### config.mk
export PLATFORM = sky130hd
export DESIGN_NAME = key_debounce_multi_flat
export DESIGN_NICKNAME = d
export VERILOG_FILES = /design/src/rtl/key_debounce_multi_if.sv /design/src/rtl/key_debounce_multi.sv /design/src/flat_wrapper.sv
export SDC_FILE = /design/constraint.sdc
export NUM_CORES = 1
export LEC_CHECK = 0
export BUFFER_PORTS_ARGS = -buffer_cell sky130_fd_sc_hd__buf_4
export CAP_MARGIN = 20
export CORE_MARGIN = 2
export CORE_UTILIZATION = 35
export CTS_CLUSTER_SIZE = 25
export DETAILED_ROUTE_END_ITERATION = 12
export PLACE_DENSITY_LB_ADDON = 0.1
export SKIP_LAST_GASP = 1
export SYNTH_ARGS = -nofsm -noshare
export SYNTH_HDL_FRONTEND = slang
export SYNTH_SLANG_ARGS = --single-unit
### constraint.sdc
create_clock -name clk -period 2.1 [get_ports clk]
set_input_delay 0.21 -clock clk [delete_from_list [all_inputs] [get_ports clk]]
set_output_delay 0.21 -clock clk [all_outputs]
set_load 0.02 [all_outputs]
### src/rtl/key_debounce_multi_if.sv
// Key pins in, debounced level and event pulses out, one bit per channel.
// Latency: none, this is wiring only.
// Backpressure: none. Pulses are fire-and-forget and the consumer must sample every cycle.
interface key_debounce_multi_if #(
    parameter int N_KEYS = 4
);
    logic [N_KEYS-1:0] key;
    logic [N_KEYS-1:0] key_level;
    logic [N_KEYS-1:0] key_press;
    logic [N_KEYS-1:0] key_release;
    logic [N_KEYS-1:0] key_long;
    logic [N_KEYS-1:0] key_rpt;

    // Board/driver side: drives the raw pins and observes the debounced results.
    modport master (
        output key,
        input  key_level,
        input  key_press,
        input  key_release,
        input  key_long,
        input  key_rpt
    );

    // Debouncer side.
    modport slave (
        input  key,
        output key_level,
        output key_press,
        output key_release,
        output key_long,
        output key_rpt
    );
endinterface

### src/rtl/key_debounce_multi.sv
// Multi-channel key debouncer: sync, polarity fix, debounced level, press/release/long/repeat pulses.
// Latency: the level and press/release pulses change DEB_CYC+2 edges after a pin change; long comes LONG_CYC after press.
// Backpressure: none. Every output is a registered level or a one-cycle pulse and is never held off.
// Auto-repeat is built only when KEY_DEBOUNCE_REPEAT_EN is defined; otherwise key_rpt is tied to 0.
module key_debounce_multi #(
    parameter int N_KEYS      = 4,
    parameter int CLK_FREQ_HZ = 50_000_000,
    parameter int DEBOUNCE_MS = 20,
    parameter int LONG_MS     = 1000,
    parameter int RPT_MS      = 200,
    parameter int ACTIVE_LOW  = 1
) (
    input  logic                 clk,
    input  logic                 rst_n,
    key_debounce_multi_if.slave  kif
);
    localparam int DEB_CYC = CLK_FREQ_HZ / 1000 * DEBOUNCE_MS;
    localparam int LONG_CYC = CLK_FREQ_HZ / 1000 * LONG_MS;
    localparam int RPT_CYC = CLK_FREQ_HZ / 1000 * RPT_MS;
    localparam int DW = $clog2(DEB_CYC);
    localparam int HW = $clog2(LONG_CYC);
    localparam logic [DW-1:0] DEB_LAST = DW'(DEB_CYC - 1);
    localparam logic [HW-1:0] LONG_LAST = HW'(LONG_CYC - 1);
    // Pin level of a released key. The sync flops reset here so that reset never looks like a press.
    localparam logic IDLE_LVL = (ACTIVE_LOW != 0);

    // Reject configurations the counters cannot represent.
    if (DEB_CYC < 2 || LONG_CYC <= DEB_CYC || RPT_CYC < 1) begin : g_param_err
        $fatal(1, "key_debounce_multi: bad timing parameters");
    end

    logic [N_KEYS-1:0] level_q;
    logic [N_KEYS-1:0] press_q;
    logic [N_KEYS-1:0] release_q;
    logic [N_KEYS-1:0] long_q;
    logic [N_KEYS-1:0] rpt_q;

    for (genvar g = 0; g < N_KEYS; g++) begin : g_ch
        logic          sync1;
        logic          sync2;
        logic          s;
        logic          lvl;
        logic          press_r;
        logic          rel_r;
        logic          long_r;
        logic          long_done;
        logic          fire;
        logic          rel_now;
        logic [DW-1:0] dcnt;
        logic [HW-1:0] hcnt;

        // Two-flop synchroniser for the asynchronous pin.
        always_ff @(posedge clk or negedge rst_n) begin
            if (!rst_n) begin
                sync1 <= IDLE_LVL;
                sync2 <= IDLE_LVL;
            end else begin
                sync1 <= kif.key[g];
                sync2 <= sync1;
            end
        end

        // s = 1 means pressed, whatever the pin polarity.
        assign s       = sync2 ^ IDLE_LVL;
        // The level flips on this cycle's edge: the sample has disagreed for DEB_CYC samples.
        assign fire    = (s != lvl) && (dcnt == DEB_LAST);
        assign rel_now = fire && !s;

        // Debounce counter, debounced level and the press/release pulses aligned with the level change.
        always_ff @(posedge clk or negedge rst_n) begin
            if (!rst_n) begin
                dcnt    <= '0;
                lvl     <= 1'b0;
                press_r <= 1'b0;
                rel_r   <= 1'b0;
            end else begin
                press_r <= fire && s;
                rel_r   <= rel_now;
                if (s == lvl) begin
                    dcnt <= '0;
                end else if (dcnt == DEB_LAST) begin
                    lvl  <= s;
                    dcnt <= '0;
                end else begin
                    dcnt <= dcnt + DW'(1);
                end
            end
        end

        // Hold counter: runs while pressed, fires key_long once at LONG_CYC-1, then parks.
        // A release on this edge wins over a long pulse on the same edge.
        always_ff @(posedge clk or negedge rst_n) begin
            if (!rst_n) begin
                hcnt      <= '0;
                long_done <= 1'b0;
                long_r    <= 1'b0;
            end else if (!lvl || rel_now) begin
                hcnt      <= '0;
                long_done <= 1'b0;
                long_r    <= 1'b0;
            end else if (!long_done && hcnt == LONG_LAST) begin
                long_done <= 1'b1;
                long_r    <= 1'b1;
            end else begin
                long_r <= 1'b0;
                if (!long_done) begin
                    hcnt <= hcnt + HW'(1);
                end
            end
        end

`ifdef KEY_DEBOUNCE_REPEAT_EN
        localparam int RW = (RPT_CYC > 1) ? $clog2(RPT_CYC) : 1;
        localparam logic [RW-1:0] RPT_LAST = RW'(RPT_CYC - 1);
        logic [RW-1:0] rcnt;
        logic          rpt_r;

        // Repeat counter: starts the cycle after key_long and pulses every RPT_CYC cycles until release.
        always_ff @(posedge clk or negedge rst_n) begin
            if (!rst_n) begin
                rcnt  <= '0;
                rpt_r <= 1'b0;
            end else if (!lvl || rel_now || !long_done) begin
                rcnt  <= '0;
                rpt_r <= 1'b0;
            end else if (rcnt == RPT_LAST) begin
                rcnt  <= '0;
                rpt_r <= 1'b1;
            end else begin
                rcnt  <= rcnt + RW'(1);
                rpt_r <= 1'b0;
            end
        end

        assign rpt_q[g] = rpt_r;
`else
        assign rpt_q[g] = 1'b0;
`endif

        assign level_q[g]   = lvl;
        assign press_q[g]   = press_r;
        assign release_q[g] = rel_r;
        assign long_q[g]    = long_r;
    end

    assign kif.key_level   = level_q;
    assign kif.key_press   = press_q;
    assign kif.key_release = release_q;
    assign kif.key_long    = long_q;
    assign kif.key_rpt     = rpt_q;
endmodule

### src/flat_wrapper.sv
// flat-port wrapper written by rule: the top's interface ports become plain ports
module key_debounce_multi_flat 
#(
    parameter int N_KEYS      = 4,
    parameter int CLK_FREQ_HZ = 50_000_000,
    parameter int DEBOUNCE_MS = 20,
    parameter int LONG_MS     = 1000,
    parameter int RPT_MS      = 200,
    parameter int ACTIVE_LOW  = 1
)
  (clk, rst_n, kif_key, kif_key_level, kif_key_press, kif_key_release, kif_key_long, kif_key_rpt);
  key_debounce_multi_if #(.N_KEYS(N_KEYS)) kif_i ();
  input  logic clk;
  input  logic rst_n;
  input wire logic [$bits(kif_i.key)-1:0] kif_key;
  output wire logic [$bits(kif_i.key_level)-1:0] kif_key_level;
  output wire logic [$bits(kif_i.key_press)-1:0] kif_key_press;
  output wire logic [$bits(kif_i.key_release)-1:0] kif_key_release;
  output wire logic [$bits(kif_i.key_long)-1:0] kif_key_long;
  output wire logic [$bits(kif_i.key_rpt)-1:0] kif_key_rpt;
  assign kif_i.key = kif_key;
  assign kif_key_level = kif_i.key_level;
  assign kif_key_press = kif_i.key_press;
  assign kif_key_release = kif_i.key_release;
  assign kif_key_long = kif_i.key_long;
  assign kif_key_rpt = kif_i.key_rpt;
  key_debounce_multi #(.N_KEYS(N_KEYS), .CLK_FREQ_HZ(CLK_FREQ_HZ), .DEBOUNCE_MS(DEBOUNCE_MS), .LONG_MS(LONG_MS), .RPT_MS(RPT_MS), .ACTIVE_LOW(ACTIVE_LOW)) u_core (.clk(clk), .rst_n(rst_n), .kif(kif_i));
endmodule
Word-level counts from Yosys, hierarchy flattened
Index checks and enable logic that the tools add are counted.
- latch bits: 0
- logic and storage cells: 152
- memories: 0
- ROM bits: 0
- RAM bits: 0
- register bits: 212
- output and inout bits: 20
- input port bits: 6
- bitwise gates (word level): 8
- shifts and indexed selects: 0
- multiplexer cells: 36
- add/sub/neg operators: 8
- multipliers: 0
- divide/modulo/power cells: 0
- equal/unequal tests: 24
- reduce and logical (&&, ||, !) cells: 40
- $lt $le $gt $ge: 0
- operators by type and width (kind ; number):
    $mux W26 ; 12
    $mux W20 ; 8
    $add A26 B1 Y26 const B ; 4
    $eq A26 B26 Y1 const B ; 4
    $add A20 B1 Y20 const B ; 4
    $eq A20 B20 Y1 const B ; 4
    $logic_and A1 B1 Y1 ; 16
    $mux W1 ; 16
    $reduce_and A2 Y1 ; 8
    $logic_not A1 Y1 ; 8
    $ne A2 B1 Y1 const B ; 4
    $ne A2 B2 Y1 const B ; 4
    $not A1 Y1 ; 8
    $reduce_bool A2 Y1 ; 4
    $eq A1 B1 Y1 ; 4
    $logic_or A1 B1 Y1 ; 4
    $ne A1 B1 Y1 ; 4

Logic depth before layout (Yosys ltp)
- word-level depth: 7
- mapped depth: 9
- depth with buffers taken out: 6

Least setup slack after synthesis
OpenSTA, ideal clock, no wires.
- kind: register -> register
- from: register u_core.g_ch[2].dcnt[0]
- to: register u_core.g_ch[2].hcnt[10]
- arrival: 1.996 ns
- data required time: 1.979 ns
- cell stages (with the launch flop): 9
- path slack: -0.017 ns
- path buffers: 2
- period minus slack after synthesis: 2.117 ns
- library setup time: 0.121 ns
- cell sequence: dfrtp_1 ha_1 nand3_1 or2_2 or3_1 clkbuf_1 o21ai_4 buf_2 nor2_1
- cells in the longest elaborated chain, start to end: 6
- elaborated cells between the ends (all ways): 8
- those cells by class: eq/ne: 3; mux: 1; reduce/logical: 4
- RTL lines (element ; RTL line ; RTL):
    start: declaration ; key_debounce_multi.sv:49 ; logic [DW-1:0] dcnt;
    start signal: assignment ; key_debounce_multi.sv:85 ; dcnt <= dcnt + DW'(1);
    $eq A20 B20 Y1 * ; key_debounce_multi.sv:66 ; assign fire = (s != lvl) && (dcnt == DEB_LAST);
    $logic_and A1 B1 Y1 * ; key_debounce_multi.sv:66 ;
    $logic_and A1 B1 Y1 * ; key_debounce_multi.sv:67 ; assign rel_now = fire && !s;
    $logic_or A1 B1 Y1 * ; key_debounce_multi.sv:97 ; end else if (!lvl || rel_now) begin
    $ne A2 B2 Y1 (no line) / $ne A2 B1 Y1 (equally long branches) ; -- ;
    $reduce_and A2 Y1 (no line) ; -- ;
    end signal: assignment ; key_debounce_multi.sv:107 ; hcnt <= hcnt + HW'(1);
    end: declaration ; key_debounce_multi.sv:50 ; logic [HW-1:0] hcnt;
Mark *: on every way between the ends. The rest lies on a longest branch, timed or not.
A chain may end at the register's enable or synchronous reset.

Worst setup path in the final report
- from: register u_core.g_ch[1].hcnt[1]
- to: register u_core.g_ch[1].hcnt[18]
- cells in the longest elaborated chain, start to end: 4
- elaborated cells between the ends (all ways): 8
- those cells by class: add/sub: 1; eq/ne: 2; mux: 3; reduce/logical: 2
- RTL lines (element ; RTL line):
    start: declaration ; key_debounce_multi.sv:50
    start signal: assignment ; key_debounce_multi.sv:107
    $add A26 B1 Y26 / $eq A26 B26 Y1 (equally long branches) ; key_debounce_multi.sv:107, key_debounce_multi.sv:101
    $mux W26 / $logic_and A1 B1 Y1 (equally long branches) ; key_debounce_multi.sv:106, key_debounce_multi.sv:101
    $mux W26 / $ne A2 B1 Y1 (equally long branches) ; --
    $mux W26 / $reduce_and A2 Y1 (equally long branches) ; --
Parallel ways exist; a longest one is shown, timed or not. The select of a mux whose other input is x is not followed.

==> impl_metrics.ini <==
[routing]
drtIter0Drc = 283
drc = 0
ant_nets = 0
wl_um = 22080
drtPass1Iterations = 4
vias = 7855
viasPerCell = 4.965
wire_per_inst_um = 13.96

[clocking]
cts_htree_levels = 1
numClockSinks = 212
cts_tree = yes
clk_latency_ns = 0.53
path_clk_slew_ns = 0.06
clockBufferDepth = 3
numCtsBuffers = 26
cts_root_buf = clkbuf_16

[synth]
yosysSeqAreaShare_pct = 50.72
yosysWarnings = 0
synthFlopType = dfrtp_1
synth_edf_count = 0
netlist_instances = 1079
syn-cell-area_mm2 = 0.01048
synth.avg_cell_area_um2 = 9.713
synth_seq_cells = 212
synth_cell_type_count = 52
synthArstFlopShare_pct = 100.0

[timing]
rsz0062_at_grt = yes
period_minus_slack_ns = 2.035
hold_viol_final = 0
maxSlewViolCount = 0
max-slew-margin-rel_pct = 62.53
finalSetupViolations = 0
finClkSkew_ns = 0.01472
finalCritPeriodShare_pct = 96.90
max_freq_ghz = 0.4914
tightest_slew_ns = 0.5569

[worst_setup_path]
reg2reg_to = u_core.g_ch[1].hcnt[18]
required_ns = 2.52
worst_setup_path_end_kind = flop
cpMaxStageDelayCell = or4_4
cp.arrival_ns = 2.45
worst_path_largest_cell_delay_ns = 0.60
crit_start = u_core.g_ch[1].hcnt[1]
setup.worst_path.start_class = flop
worstPathCellList = ha_2 -> nand4_1 -> or4_4 -> buf_6 -> nor4_2 -> xnor2_1 -> nor2_1
r2r-start = u_core.g_ch[1].hcnt[1]
endpoint = u_core.g_ch[1].hcnt[18]
r2r_cells = 7
r2r_slack_ns = 0.07
path_max_fanout = 7
path_class = reg -> reg

[floorplan]
core_mm2 = 0.02956
rows = 63
die_h_um = 177.0
start_util_pct = 35.45
die_area_mm2 = 0.03134
die_w_um = 177.0
io_pins = 26

[status]
status = finished, final reports clean

[finish]
syn_to_final_growth_pct = 20.63
fin_area_mm2 = 0.01264
post-route-util_pct = 42.77
fin_nets = 1186
diodes = 0
drive_above_1_share_pct = 15.27

[power]
p_clk_share_pct = 51.2
internal-power_mw = 7.023
switching_power_mw = 1.883
power_frac_comb_pct = 2.2
swShare_pct = 21.14
p_per_area_mw_per_mm2 = 704.4
seq_power_share_pct = 46.5
ir_drop_mv = 0.6213
p_leak_nw = 5.144

[placed_design]
gp_congestion = 0.7730
place_hpwl_um = 14710
portBuffers = 21
dpl-instance-area_mm2 = 0.01160

[job]
drv_cap = 0

[global_routing]
grt_max_degree = 62
grt_usage_pct = 14.76
grt-ovfl-total = 0
grt_pass1_vias = 7931
grt_pass1_wl_um = 39080
antenna_found_initial = 0

[min_path]
min-delay-path-class = in -> async
## worst min-delay path by stage
stage / cells after the start / slack [ns] / end
after floorplan: 0 / -0.09 / u_core.g_ch[0].dcnt[0]
after global placement: 1 / 0.21 / u_core.g_ch[1].press_r
after detailed placement: 1 / 0.21 / u_core.g_ch[1].rel_r
after CTS: 2 / 0.24 / u_core.g_ch[1].rel_r
after global routing: 2 / 0.27 / u_core.g_ch[1].rel_r
final: 2 / 0.23 / u_core.g_ch[1].rel_r
## logic make-up (layout without fill, tap and decap cells)
family                   Yosys count  count (layout)  synth area share [%]
AO/OA/AOI/OAI                    105             105                 6.316
XOR/XNOR                         138             138                 11.53
adder cells (fa/ha/maj)            8               8                0.9551
buffers and inverters             67             177                 3.414
flip-flops                       212             212                 50.72
multiplexers                       5               5                0.4895
other                              1               4               0.03578
AND/OR/NAND/NOR                  543             543                 26.54
## critical path, delay by kind of cell, from the launching register on
kind          cells  cell delay [ns]
xor+xnor          1             0.15
fa+ha+maj         1             0.20
buf+inv           1             0.16
flops             1             0.35
simple gates      4             1.07
## power groups by stage
| stage | Clock (mW) | Sequential [mW] | Combinational [mW] |
|---|---|---|---|
| global route | 4.90 | 4.15 | 0.233 |
| detailed placement | 0 | 4.22 | 0.202 |
| global placement | 0 | 4.22 | 0.203 |
| finish | 4.56 | 4.14 | 0.197 |
| floorplan | 0 | 4.21 | 0.0622 |
| CTS | 4.74 | 4.14 | 0.210 |
## flip-flops by register name, indices dropped and copies added, names as in the netlist
register and flops:
u_core.g_ch.long_done 4, u_core.g_ch.sync1 4, u_core.g_ch.lvl 4, u_core.g_ch.dcnt 80
u_core.g_ch.press_r 4, u_core.g_ch.sync2 4, u_core.g_ch.rel_r 4, u_core.g_ch.hcnt 104
u_core.g_ch.long_r 4
## synthesized netlist by cell type, types with 17 or more instances
master   number  share of area, %
and3_1       28               1.7
nand2_1      81               2.9
o31ai_1      18               1.3
nor4_1       23               1.4
xor2_1       85               7.1
o21ai_0      20              0.96
nand4_1      43               2.6
dfrtp_1     204                49
buf_4        23               1.6
inv_1        18              0.64
nor3_1       29               1.4
xnor2_1      53               4.4
nor2_1      178               6.4
or4_1        24               1.7
or3_1        17               1.0
a21oi_1      35               1.7
nand3_1      62               3.0
## routing by layer
layer,track usage (%),share of wire [%],up-vias
met5,0,0,-
met4,3.685,2.2,0
met3,2.277,2.9,36
met2,23.14,44,63
met1,21.32,51,3784
li1,-,-,3972
## cell type report
type / count / area (um^2)
timing repair buffer: 111 / 989.7
clock inverter: 6 / 80.08
inverter: 18 / 67.56
clock buffer: 42 / 802.0
sequential: 212 / 5315
tap: 390 / 488.0
fill: 2922 / 16920
multi-input combinational: 803 / 4900
## placed cells by master, fill, tap and decap left out, types with 6 or more instances in the layout
master and instances:
o21ai_0 18, and2_1 6, or3_1 16, or4_1 21, buf_12 10, clkbuf_1 8, nor4_1 20, ha_1 7
a21oi_1 35, clkbuf_8 7, inv_1 18, dfstp_2 8, xnor2_1 53, nand2_1 81, dfrtp_1 204, and3_1 28
nand3_1 62, o31ai_1 18, nand4_1 43, and4_1 13, o21ai_1 6, buf_4 92, nor2_1 178, clkbuf_16 27
nand4b_1 6, nor3_1 29, nor2b_1 6, o211ai_1 10, xor2_1 85
## through the flow
| step | total power, mW | hold slack [ns] | setup TNS [ns] | setup WS [ns] | std cells |
|---|---|---|---|---|---|
| 3_3_place_gp | 4.419 | 0.2139 | 0 | 0.0003579 | 1527 |
| 2_1_floorplan | 4.274 | -0.08559 | -0.4811 | -0.01682 | 1082 |
| 6_report | 8.905 | 0.2290 | 0 | 0.06518 | 1582 |
| 3_5_place_dp | 4.419 | 0.2111 | -0.2339 | -0.05461 | 1527 |
| 4_1_cts | 9.094 | 0.2369 | 0 | 0.04559 | 1580 |
| 5_1_grt | 9.277 | 0.2700 | -0.1883 | -0.05878 | 1582 |
## repair_timing
action | 4_1_cts | 5_1_grt
resized for setup | 1 | 18
endpoints found under the hold margin | 61 | 0
gates cloned | 0 | 0
hold buffers | 5 | 0
buffers inserted | 0 | 2
pin swaps | 0 | 6
endpoints found under the setup margin | 7 | 78
Power figures use the tool's default switching activity.
